==> config.mk <==
export PLATFORM = sky130hd
export DESIGN_NAME = cook_timer
export DESIGN_NICKNAME = d
export VERILOG_FILES = /design/src/rtl/microwave_pkg.sv /design/src/rtl/bcd_down_digit.sv /design/src/rtl/cook_timer.sv
export SDC_FILE = /design/constraint.sdc
export NUM_CORES = 1
export LEC_CHECK = 0
export ABC_AREA = 1
export BUFFER_PORTS_ARGS = -buffer_cell sky130_fd_sc_hd__buf_2
export CORE_MARGIN = 4
export CORE_UTILIZATION = 23
export DETAILED_ROUTE_END_ITERATION = 10
export PLACE_DENSITY = 0.41
export SKIP_CTS_REPAIR_TIMING = 1
export SYNTH_ARGS = -nofsm -noshare
export SYNTH_HDL_FRONTEND = slang
export SYNTH_SLANG_ARGS = --single-unit
==> constraint.sdc <==
create_clock -name clk -period 3.1 [get_ports clk]
set_input_delay 0.31 -clock clk [delete_from_list [all_inputs] [get_ports clk]]
set_output_delay 0.31 -clock clk [all_outputs]
set_load 0.03 [all_outputs]
==> src/rtl/microwave_pkg.sv <==
// Shared definitions for the cook timer: FSM state encoding, BCD digit width and reload constants.
package microwave_pkg;

    // IDLE: time 00:00 | ARMED: time set, paused | RUN: counting down | DONE: countdown expired
    typedef enum logic [1:0] {
        ST_IDLE  = 2'd0,
        ST_ARMED = 2'd1,
        ST_RUN   = 2'd2,
        ST_DONE  = 2'd3
    } state_t;

    localparam int BCD_W      = 4;
    localparam int SEC_RELOAD = 59;

    localparam logic [BCD_W-1:0] BCD_MAX         = BCD_W'(9);
    localparam logic [BCD_W-1:0] SEC_TENS_RELOAD = BCD_W'(SEC_RELOAD / 10);
    localparam logic [BCD_W-1:0] SEC_ONES_RELOAD = BCD_W'(SEC_RELOAD % 10);

endpackage

==> src/rtl/bcd_down_digit.sv <==
// One BCD display digit: synchronous load, keypad shift-in, and decrement with borrow chaining.
module bcd_down_digit
    import microwave_pkg::*;
#(
    parameter logic [BCD_W-1:0] RELOAD = BCD_MAX
) (
    input  logic             clk,
    input  logic             rst_n,
    input  logic             load_i,
    input  logic [BCD_W-1:0] load_val_i,
    input  logic             shift_i,
    input  logic [BCD_W-1:0] shift_val_i,
    input  logic             borrow_i,
    output logic             borrow_o,
    output logic [BCD_W-1:0] value_o
);

    logic [BCD_W-1:0] value_q;
    logic [BCD_W-1:0] value_d;

    assign borrow_o = borrow_i && (value_q == '0);
    assign value_o  = value_q;

    always_comb begin
        value_d = value_q;
        if (load_i) begin
            value_d = load_val_i;
        end else if (shift_i) begin
            value_d = shift_val_i;
        end else if (borrow_i) begin
            value_d = (value_q == '0) ? RELOAD : value_q - 1'b1;
        end
    end

    always_ff @(posedge clk or negedge rst_n) begin
        if (!rst_n) begin
            value_q <= '0;
        end else begin
            value_q <= value_d;
        end
    end

endmodule

==> src/rtl/cook_timer.sv <==
// Microwave cook timer: keypad entry, MM:SS BCD countdown gated by mag_on, done indication.
// Define COOK_TIMER_DONE_HOLD_EN to hold timer_done high in DONE instead of pulsing it.
module cook_timer
    import microwave_pkg::*;
#(
    parameter int TICK_DIV = 100000000
) (
    input  logic             clk,
    input  logic             rst_n,
    input  logic             mag_on,
    input  logic             clearn,
    input  logic             digit_valid,
    input  logic [BCD_W-1:0] digit,
    output logic [BCD_W-1:0] min_tens,
    output logic [BCD_W-1:0] min_ones,
    output logic [BCD_W-1:0] sec_tens,
    output logic [BCD_W-1:0] sec_ones,
    output logic             timer_done,
    output logic             running
);

    localparam int            PW        = (TICK_DIV > 2) ? $clog2(TICK_DIV) : 1;
    localparam logic [PW-1:0] PRESC_TOP = PW'(TICK_DIV - 1);

    state_t        state_q;
    logic [PW-1:0] presc_q;
    logic          timer_done_q;
    logic          running_q;

    logic time_zero;
    logic time_one;
    logic run_en;
    logic tick;
    logic entry;
    logic entry_nonzero;
    logic clr;
    logic b_so;
    logic b_st;
    logic b_mo;
    logic borrow_unused;

    assign time_zero = (min_tens == '0) && (min_ones == '0) && (sec_tens == '0) && (sec_ones == '0);
    assign time_one  = (min_tens == '0) && (min_ones == '0) && (sec_tens == '0) && (sec_ones == BCD_W'(1));

    // The mag_on cycle that launches RUN from ARMED already counts toward the second
    assign run_en        = mag_on && (state_q != ST_IDLE) && !time_zero;
    assign clr           = !clearn;
    assign tick          = clearn && run_en && (presc_q == PRESC_TOP);
    assign entry         = clearn && digit_valid && !mag_on && (digit <= BCD_MAX) && (state_q != ST_RUN);
    assign entry_nonzero = (min_ones != '0) || (sec_tens != '0) || (sec_ones != '0) || (digit != '0);

    bcd_down_digit #(.RELOAD(SEC_ONES_RELOAD)) u_sec_ones (
        .clk(clk), .rst_n(rst_n), .load_i(clr), .load_val_i('0),
        .shift_i(entry), .shift_val_i(digit),
        .borrow_i(tick), .borrow_o(b_so), .value_o(sec_ones)
    );

    bcd_down_digit #(.RELOAD(SEC_TENS_RELOAD)) u_sec_tens (
        .clk(clk), .rst_n(rst_n), .load_i(clr), .load_val_i('0),
        .shift_i(entry), .shift_val_i(sec_ones),
        .borrow_i(b_so), .borrow_o(b_st), .value_o(sec_tens)
    );

    bcd_down_digit #(.RELOAD(BCD_MAX)) u_min_ones (
        .clk(clk), .rst_n(rst_n), .load_i(clr), .load_val_i('0),
        .shift_i(entry), .shift_val_i(sec_tens),
        .borrow_i(b_st), .borrow_o(b_mo), .value_o(min_ones)
    );

    // Ticks never occur at 00:00, so the top digit's borrow-out cannot fire
    bcd_down_digit #(.RELOAD(BCD_MAX)) u_min_tens (
        .clk(clk), .rst_n(rst_n), .load_i(clr), .load_val_i('0),
        .shift_i(entry), .shift_val_i(min_ones),
        .borrow_i(b_mo), .borrow_o(borrow_unused), .value_o(min_tens)
    );

    always_ff @(posedge clk or negedge rst_n) begin
        if (!rst_n) begin
            state_q      <= ST_IDLE;
            presc_q      <= '0;
            timer_done_q <= 1'b0;
            running_q    <= 1'b0;
        end else if (clr) begin
            state_q      <= ST_IDLE;
            presc_q      <= '0;
            timer_done_q <= 1'b0;
            running_q    <= 1'b0;
        end else if (tick) begin
            presc_q      <= '0;
            state_q      <= time_one ? ST_DONE : ST_RUN;
            timer_done_q <= time_one;
            running_q    <= !time_one;
        end else if (entry) begin
            presc_q      <= '0;
            state_q      <= entry_nonzero ? ST_ARMED : ST_IDLE;
            timer_done_q <= 1'b0;
            running_q    <= 1'b0;
        end else begin
`ifdef COOK_TIMER_DONE_HOLD_EN
            timer_done_q <= timer_done_q;
`else
            timer_done_q <= 1'b0;
`endif
            case (state_q)
                ST_IDLE: begin
                    if (mag_on) begin
                        state_q      <= ST_DONE;
                        timer_done_q <= 1'b1;
                    end
                end
                ST_ARMED, ST_DONE: begin
                    if (run_en) begin
                        state_q   <= ST_RUN;
                        presc_q   <= presc_q + 1'b1;
                        running_q <= 1'b1;
                    end
                end
                ST_RUN: begin
                    if (mag_on) begin
                        presc_q <= presc_q + 1'b1;
                    end else begin
                        state_q   <= ST_ARMED;
                        running_q <= 1'b0;
                    end
                end
                default: begin
                    state_q   <= ST_IDLE;
                    running_q <= 1'b0;
                end
            endcase
        end
    end

    assign timer_done = timer_done_q;
    assign running    = running_q;

endmodule
* Word-level counts from Yosys, hierarchy flattened *
Cells that the tools add are included.

storage, ports and cells
  bits in registers = 47
  input bits = 9
  output and inout bits = 18

operators by class
  add/subtract/negate cells = 5
  $lt $le $gt $ge = 1
  eq/ne operators = 15
  multiplexer cells = 42
  reduce and logical (&&, ||, !) cells = 35

operators by type and width
  kind                                                   count
  two-way mux 27 bit                                     5
  two-way mux 4 bit                                      16
  one-hot mux 27 bit (2 select lines)                    1
  adder 27 x 1 -> 27 bit, second input constant          1
  == test 27 bit, second input constant                  1
  != test 5 x 4 -> 1 bit, second input constant          4
  logical NOT 4 bit                                      4
  nonzero test 4 bit                                     4
  subtractor 4 x 1 -> 4 bit, second input constant       4
  logical AND 1 bit                                      15
  two-way mux 1 bit                                      12
  two-way mux 2 bit                                      6
  != test 3 x 1 -> 1 bit, second input constant          4
  AND reduction 3 bit                                    3
  one-hot mux 2 bit (3 select lines)                     1
  != test 5 x 1 -> 1 bit, second input constant          1
  == test 2 bit, second input constant                   2
  == test 4 x 1 -> 1 bit, second input constant          1
  less-or-equal comparator 4 bit, second input constant  1
  logical NOT 1 bit                                      3
  logical OR 1 bit                                       3
  == test 2 x 1 -> 1 bit, second input constant          1
  logical NOT 2 bit                                      1
  != test 2 bit, second input constant                   1
  3 further kinds                                        3

* Longest topological paths before layout *
  depth in word-level cells = 14
  gate-level depth with buffers = 14

* Hierarchy *
A second synthesis with hierarchy kept.

second synthesis, totals
  cell total of the unflattened synthesis = 619
  area total of the unflattened synthesis = 3837.4 sq um

by module, submodules not included
  module                            instances  cells each  area each (sq um)  seq. area each (sq um)
  cook_timer                        1          422         2578.7             775.7
  bcd_down_digit at u_min_ones ...  3          49          311.5              100.1
  bcd_down_digit at u_sec_tens      1          50          324.1              100.1

* Least setup slack after synthesis *
No wires, ideal clock.

  kind = register -> register
  from = register u_sec_tens.value_q[1] (netlist: u_sec_tens.value_o[1])
  to = register presc_q[19]
  setup time = 0.116 ns
  arrival = 1.749 ns
  data required time = 2.984 ns
  setup slack = 1.235 ns
  cell stages (with the launch flop) = 14
  path buffers = 1
  clock period less this slack = 1.865 ns
  path through = dfrtp_1 nor2_2 nand2_1 nor2_2 nand3_2 nand2_4 inv_2 nand2_4 nand3_4 nand2_4 nor2_4 buf_6 nand2_1 nand2_1

on the way
  word-level cells in the longest chain between the ends = 9

ends and longest elaborated chain
  element                                                                            RTL line              source
  from (decl)                                                                        bcd_down_digit.sv:18  logic [BCD_W-1:0] value_q;
  from (signal assigned)                                                             bcd_down_digit.sv:39  value_q <= value_d;
  logical NOT 4 bit (*)                                                              cook_timer.sv:42      assign time_zero = (min_tens == '0) && (min_ones == '0) && (sec_tens == '0) && (sec_ones == '0);
  logical AND 1 bit (*) (2 in a row)                                                 cook_timer.sv:42
  logical NOT 1 bit (*)                                                              cook_timer.sv:46      assign run_en = mag_on && (state_q != ST_IDLE) && !time_zero;
  logical AND 1 bit (*)                                                              cook_timer.sv:46
  logical AND 1 bit (2 in a row)                                                     cook_timer.sv:48      assign tick = clearn && run_en && (presc_q == PRESC_TOP);
  != test 5 x 1 -> 1 bit (no source line) (tied with other cells)                    -
  AND reduction 3 bit (no source line) / two-way mux 27 bit (equally long branches)  -
  to (signal assigned)                                                               cook_timer.sv:114     presc_q <= presc_q + 1'b1;
  to (signal assigned)                                                               cook_timer.sv:120     presc_q <= presc_q + 1'b1;
  to (decl)                                                                          cook_timer.sv:26      logic [PW-1:0] presc_q;

Every way passes the cells marked *; elsewhere a longest branch is shown, timed or not.
A chain may end at the register's enable or synchronous reset.

* Final worst setup path *
  from = register presc_q[0]
  to = register presc_q[23]

on the way
  word-level cells in the longest chain between the ends = 6

ends and longest elaborated chain
  element                                       RTL line                              source
  adder 27 x 1 -> 27 bit                        cook_timer.sv:114, cook_timer.sv:120
  two-way mux 27 bit, on equally long branches  cook_timer.sv:119, cook_timer.sv:112
  one-hot mux 27 bit (2 select lines)           cook_timer.sv:104                     case (state_q)
  two-way mux 27 bit                            cook_timer.sv:93                      end else if (entry) begin
  two-way mux 27 bit                            cook_timer.sv:88                      end else if (tick) begin
  two-way mux 27 bit                            cook_timer.sv:83                      end else if (clr) begin

Parallel ways exist; a longest one is shown, timed or not. The select of a mux whose other input is x is not followed.

==> impl_summary.txt <==
----------------------------------------------------
[Clock network]
  Worst-Skew Late Latency ... 0.30 ns
  Clk pin slew, worst setup/hold paths ... 0.06 ns
  Number of buffers created by CTS ... 5
  Root buffer cell ... clkbuf_16
  Longest Clk Path Bufs ... 2
  Sink count of the clock tree ... 47
  CTS tree ... done
  CTS H-Tree Depth ... 2

[GRT]
  Number of global-route vias before repair ... 3304
  Largest net degree at the start of global routing ... 28
  Wire length of the first global-routing pass ... 16.5 mm
  Global router's overall resource usage ... 0.122
  Sum of overflow across all layers after global routing ... 0
  Antenna violations before repair ... 0

[Floorplan]
  Core region area ... 14600 um2
  Die Wd ... 130 um
  Number of primary I/O pins ... 27
  Die outline height ... 130 um
  Initial core utilization ... 0.236
  Floorplan die area ... 17000 um2
  Floorplan row count ... 44

[Drt]
  Post-detailed-route DRC marker count ... 0
  Count of vias placed by the detailed router ... 3383
  Total wirelength of the detailed-routed design ... 9.84 mm
  Vias per std cell ... 4.62
  Average wire length per cell after detail routing ... 13.4 um
  Count of nets left with antenna violations after detail routing ... 0
  DRT Pass-1 Iters ... 5
  DR iter-0 viols ... 266

[Pwr]
  Total power per unit cell area ... 574 nW/um2
  Worst VDD drop ... 0.000283 V
  Post-route total power ... 2220 uW
  Total leakage power ... 0.00176 uW

[Logic synthesis]
  Number of nets produced by synthesis ... 539
  Count of distinct cell types in the synthesized netlist ... 31
  Share of the yosys chip area belonging to registers ... 0.341
  Synthesized area per cell ... 6.51 um2
  EDFF count, synth ... 0
  Number of storage elements in the synthesis netlist ... 47
  Synth Warn # ... 0
  Most used flip-flop cell after synthesis ... dfrtp_1
  Fraction of synthesis flops using an asynchronous set or reset pin ... 1.00
  Summed instance area of the synthesized netlist ... 3450 um2
  Gate count of the mapped netlist ... 529

[Final layout]
  Area Growth Syn to Fin ... 12.1%
  Layout cells sized above 1 ... 0.131
  Most common library cell in the layout ignoring fill and taps ... nand2_1
  Number of antenna cells inserted ... 0
  Final net count ... 557
  Commonest non-fill, non-tap cells in the layout ... nand2_1 (156), nor2_1 (81), inv_1 (47), dfrtp_1 (47), nand3_1 (39)

[Setup path]
  Cell with the largest stage delay on the worst path ... dfrtp_1
  Arrival time reported for the critical path endpoint ... 2.63 ns
  Critical Path Sink Type ... flop
  Dominant delay contributor by cell family on the critical path ... simple AND/OR/NAND/NOR gates
  Critical Path Fanout Max ... 21
  Required time of the critical path ... 3.33 ns
  Chain of cells forming the critical path ... ha_1 > inv_1 > nor2_2 > nand4_1 > nor2_4 > nand2_4 > nand3_4 > nand2_4 > nor2_4 > nand2_1 > nand2_1
  Largest stage delay on the critical path ... 0.43 ns
  Sort of element at the start of the critical path ... flop
  Setup Crit Path Kind ... reg -> reg
  Buf+Inv Stages, Crit Path ... 1

[Timing]
  Max-slew violation total from the final report ... 0
  Max-slew headroom ... 0.617
  Number of hold violations in the final report ... 0
  Transition time at the pin with the least slew margin ... 0.575 ns
  Setup skew after layout ... 0.00807 ns
  Sum Neg Setup Slack ... 0 ns
  Clock period minus worst slack ... 2.39 ns
  Count of endpoints failing setup in the final report ... 0
  Final clock period utilization by the worst path ... 0.772
  Unrepaired setup endpoints after global routing ... false
  Final WS setup ... 0.708 ns
  Maximum clock frequency ... 418 MHz

[Worst hold path]
  Type of the worst min-delay path ... in -> async

[Place]
  Sum of net half-perimeters after detailed placement ... 7.35 mm
  Post-Place Setup Slack ... 0.699 ns
  Number of port buffers ... 26
  Last weighted congestion value of the routability-driven placer ... 0.836

[Outcome]
  Status ... finished, final reports clean

[Run]
  Max-cap violations ... 0

----------------------------------------------------
==> path summary, 6_finish.rpt <==
check	cells after the start	slack (ns)	from	end
worst min register to register	2	0.49	running	running
worst max-delay path	11	0.71	presc_q[0]	presc_q[23]
worst min-delay path	1	0.007	rst_n	presc_q[1]
max in group asynchronous	2	2.33	rst_n	presc_q[21]
worst max register to register	11	0.71	presc_q[0]	presc_q[23]
min in group clk	3	0.38	mag_on	timer_done
==> cell type report <==
class,count,area (um2)
Clock inverter,3,20.0
Fill cell,1626,10700
Multi-Input combinational cell,412,1960
Inverter,53,200
Sequential cell,47,1180
Timing Repair Buffer,28,145
Tap cell,184,230
Clock buffer,5,125
==> stage by stage <==
| step | utilization | hold slack [ns] | cells | cell area, um2 |
|---|---|---|---|---|
| after detailed placement | 0.255 | 0.355 | 724 | 3720 |
| after global placement | 0.255 | 0.348 | 724 | 3720 |
| after global routing | 0.265 | 0.0564 | 732 | 3860 |
| final | 0.265 | 0.00732 | 732 | 3860 |
| after CTS | 0.265 | 0.0227 | 732 | 3860 |
| after floorplan | - | 0.0144 | 529 | 3450 |
==> metal layers <==
layer	vias up	part of all wire	global-route usage
met5	-	0	0
met2	63	0.45	0.196
li1	1734	-	-
met3	12	0.041	0.0203
met1	1574	0.49	0.168
met4	0	0.016	0.0387
==> flip-flops by register name (all words and copies together) (netlist names) <==
signal / cells
u_min_tens.value_o: 4
u_sec_tens.value_o: 4
state_q: 2
presc_q: 27
u_sec_ones.value_o: 4
timer_done: 1
u_min_ones.value_o: 4
running: 1
==> report_power, final <==
part / switching [uW] / internal, uW
registers: 114 / 697
clock network: 255 / 298
logic: 615 / 239
==> Yosys cell counts, types with 2 or more instances <==
| cell | number | area (um2) |
|---|---|---|
| a21oi_1 | 20 | 100 |
| a31oi_1 | 2 | 12.5 |
| and2_1 | 2 | 12.5 |
| buf_2 | 9 | 45.0 |
| buf_6 | 4 | 45.0 |
| clkbuf_1 | 4 | 15.0 |
| dfrtp_1 | 47 | 1180 |
| inv_1 | 47 | 176 |
| inv_2 | 4 | 15.0 |
| nand2_1 | 156 | 586 |
| nand2_2 | 4 | 25.0 |
| nand2_4 | 3 | 33.8 |
| nand3_1 | 39 | 195 |
| nand3_2 | 2 | 20.0 |
| nand3_4 | 3 | 52.6 |
| nand4_1 | 16 | 100 |
| nor2_1 | 81 | 304 |
| nor2_2 | 14 | 87.6 |
| nor2_4 | 3 | 33.8 |
| nor3_1 | 20 | 100 |
| o21ai_0 | 27 | 135 |
| o22ai_1 | 4 | 25.0 |
| xnor2_1 | 4 | 35.0 |
| xor2_1 | 7 | 61.3 |
==> logic make-up after synthesis <==
family	share of synthesized area
adders and majority gates	0.00363
AOI/OAI and AO/OA	0.0813
and+or+nand+nor	0.457
DFF	0.341
xor gates and xnor gates	0.0280
buffers and inverters	0.0886
(Power assumes the default switching activity.)
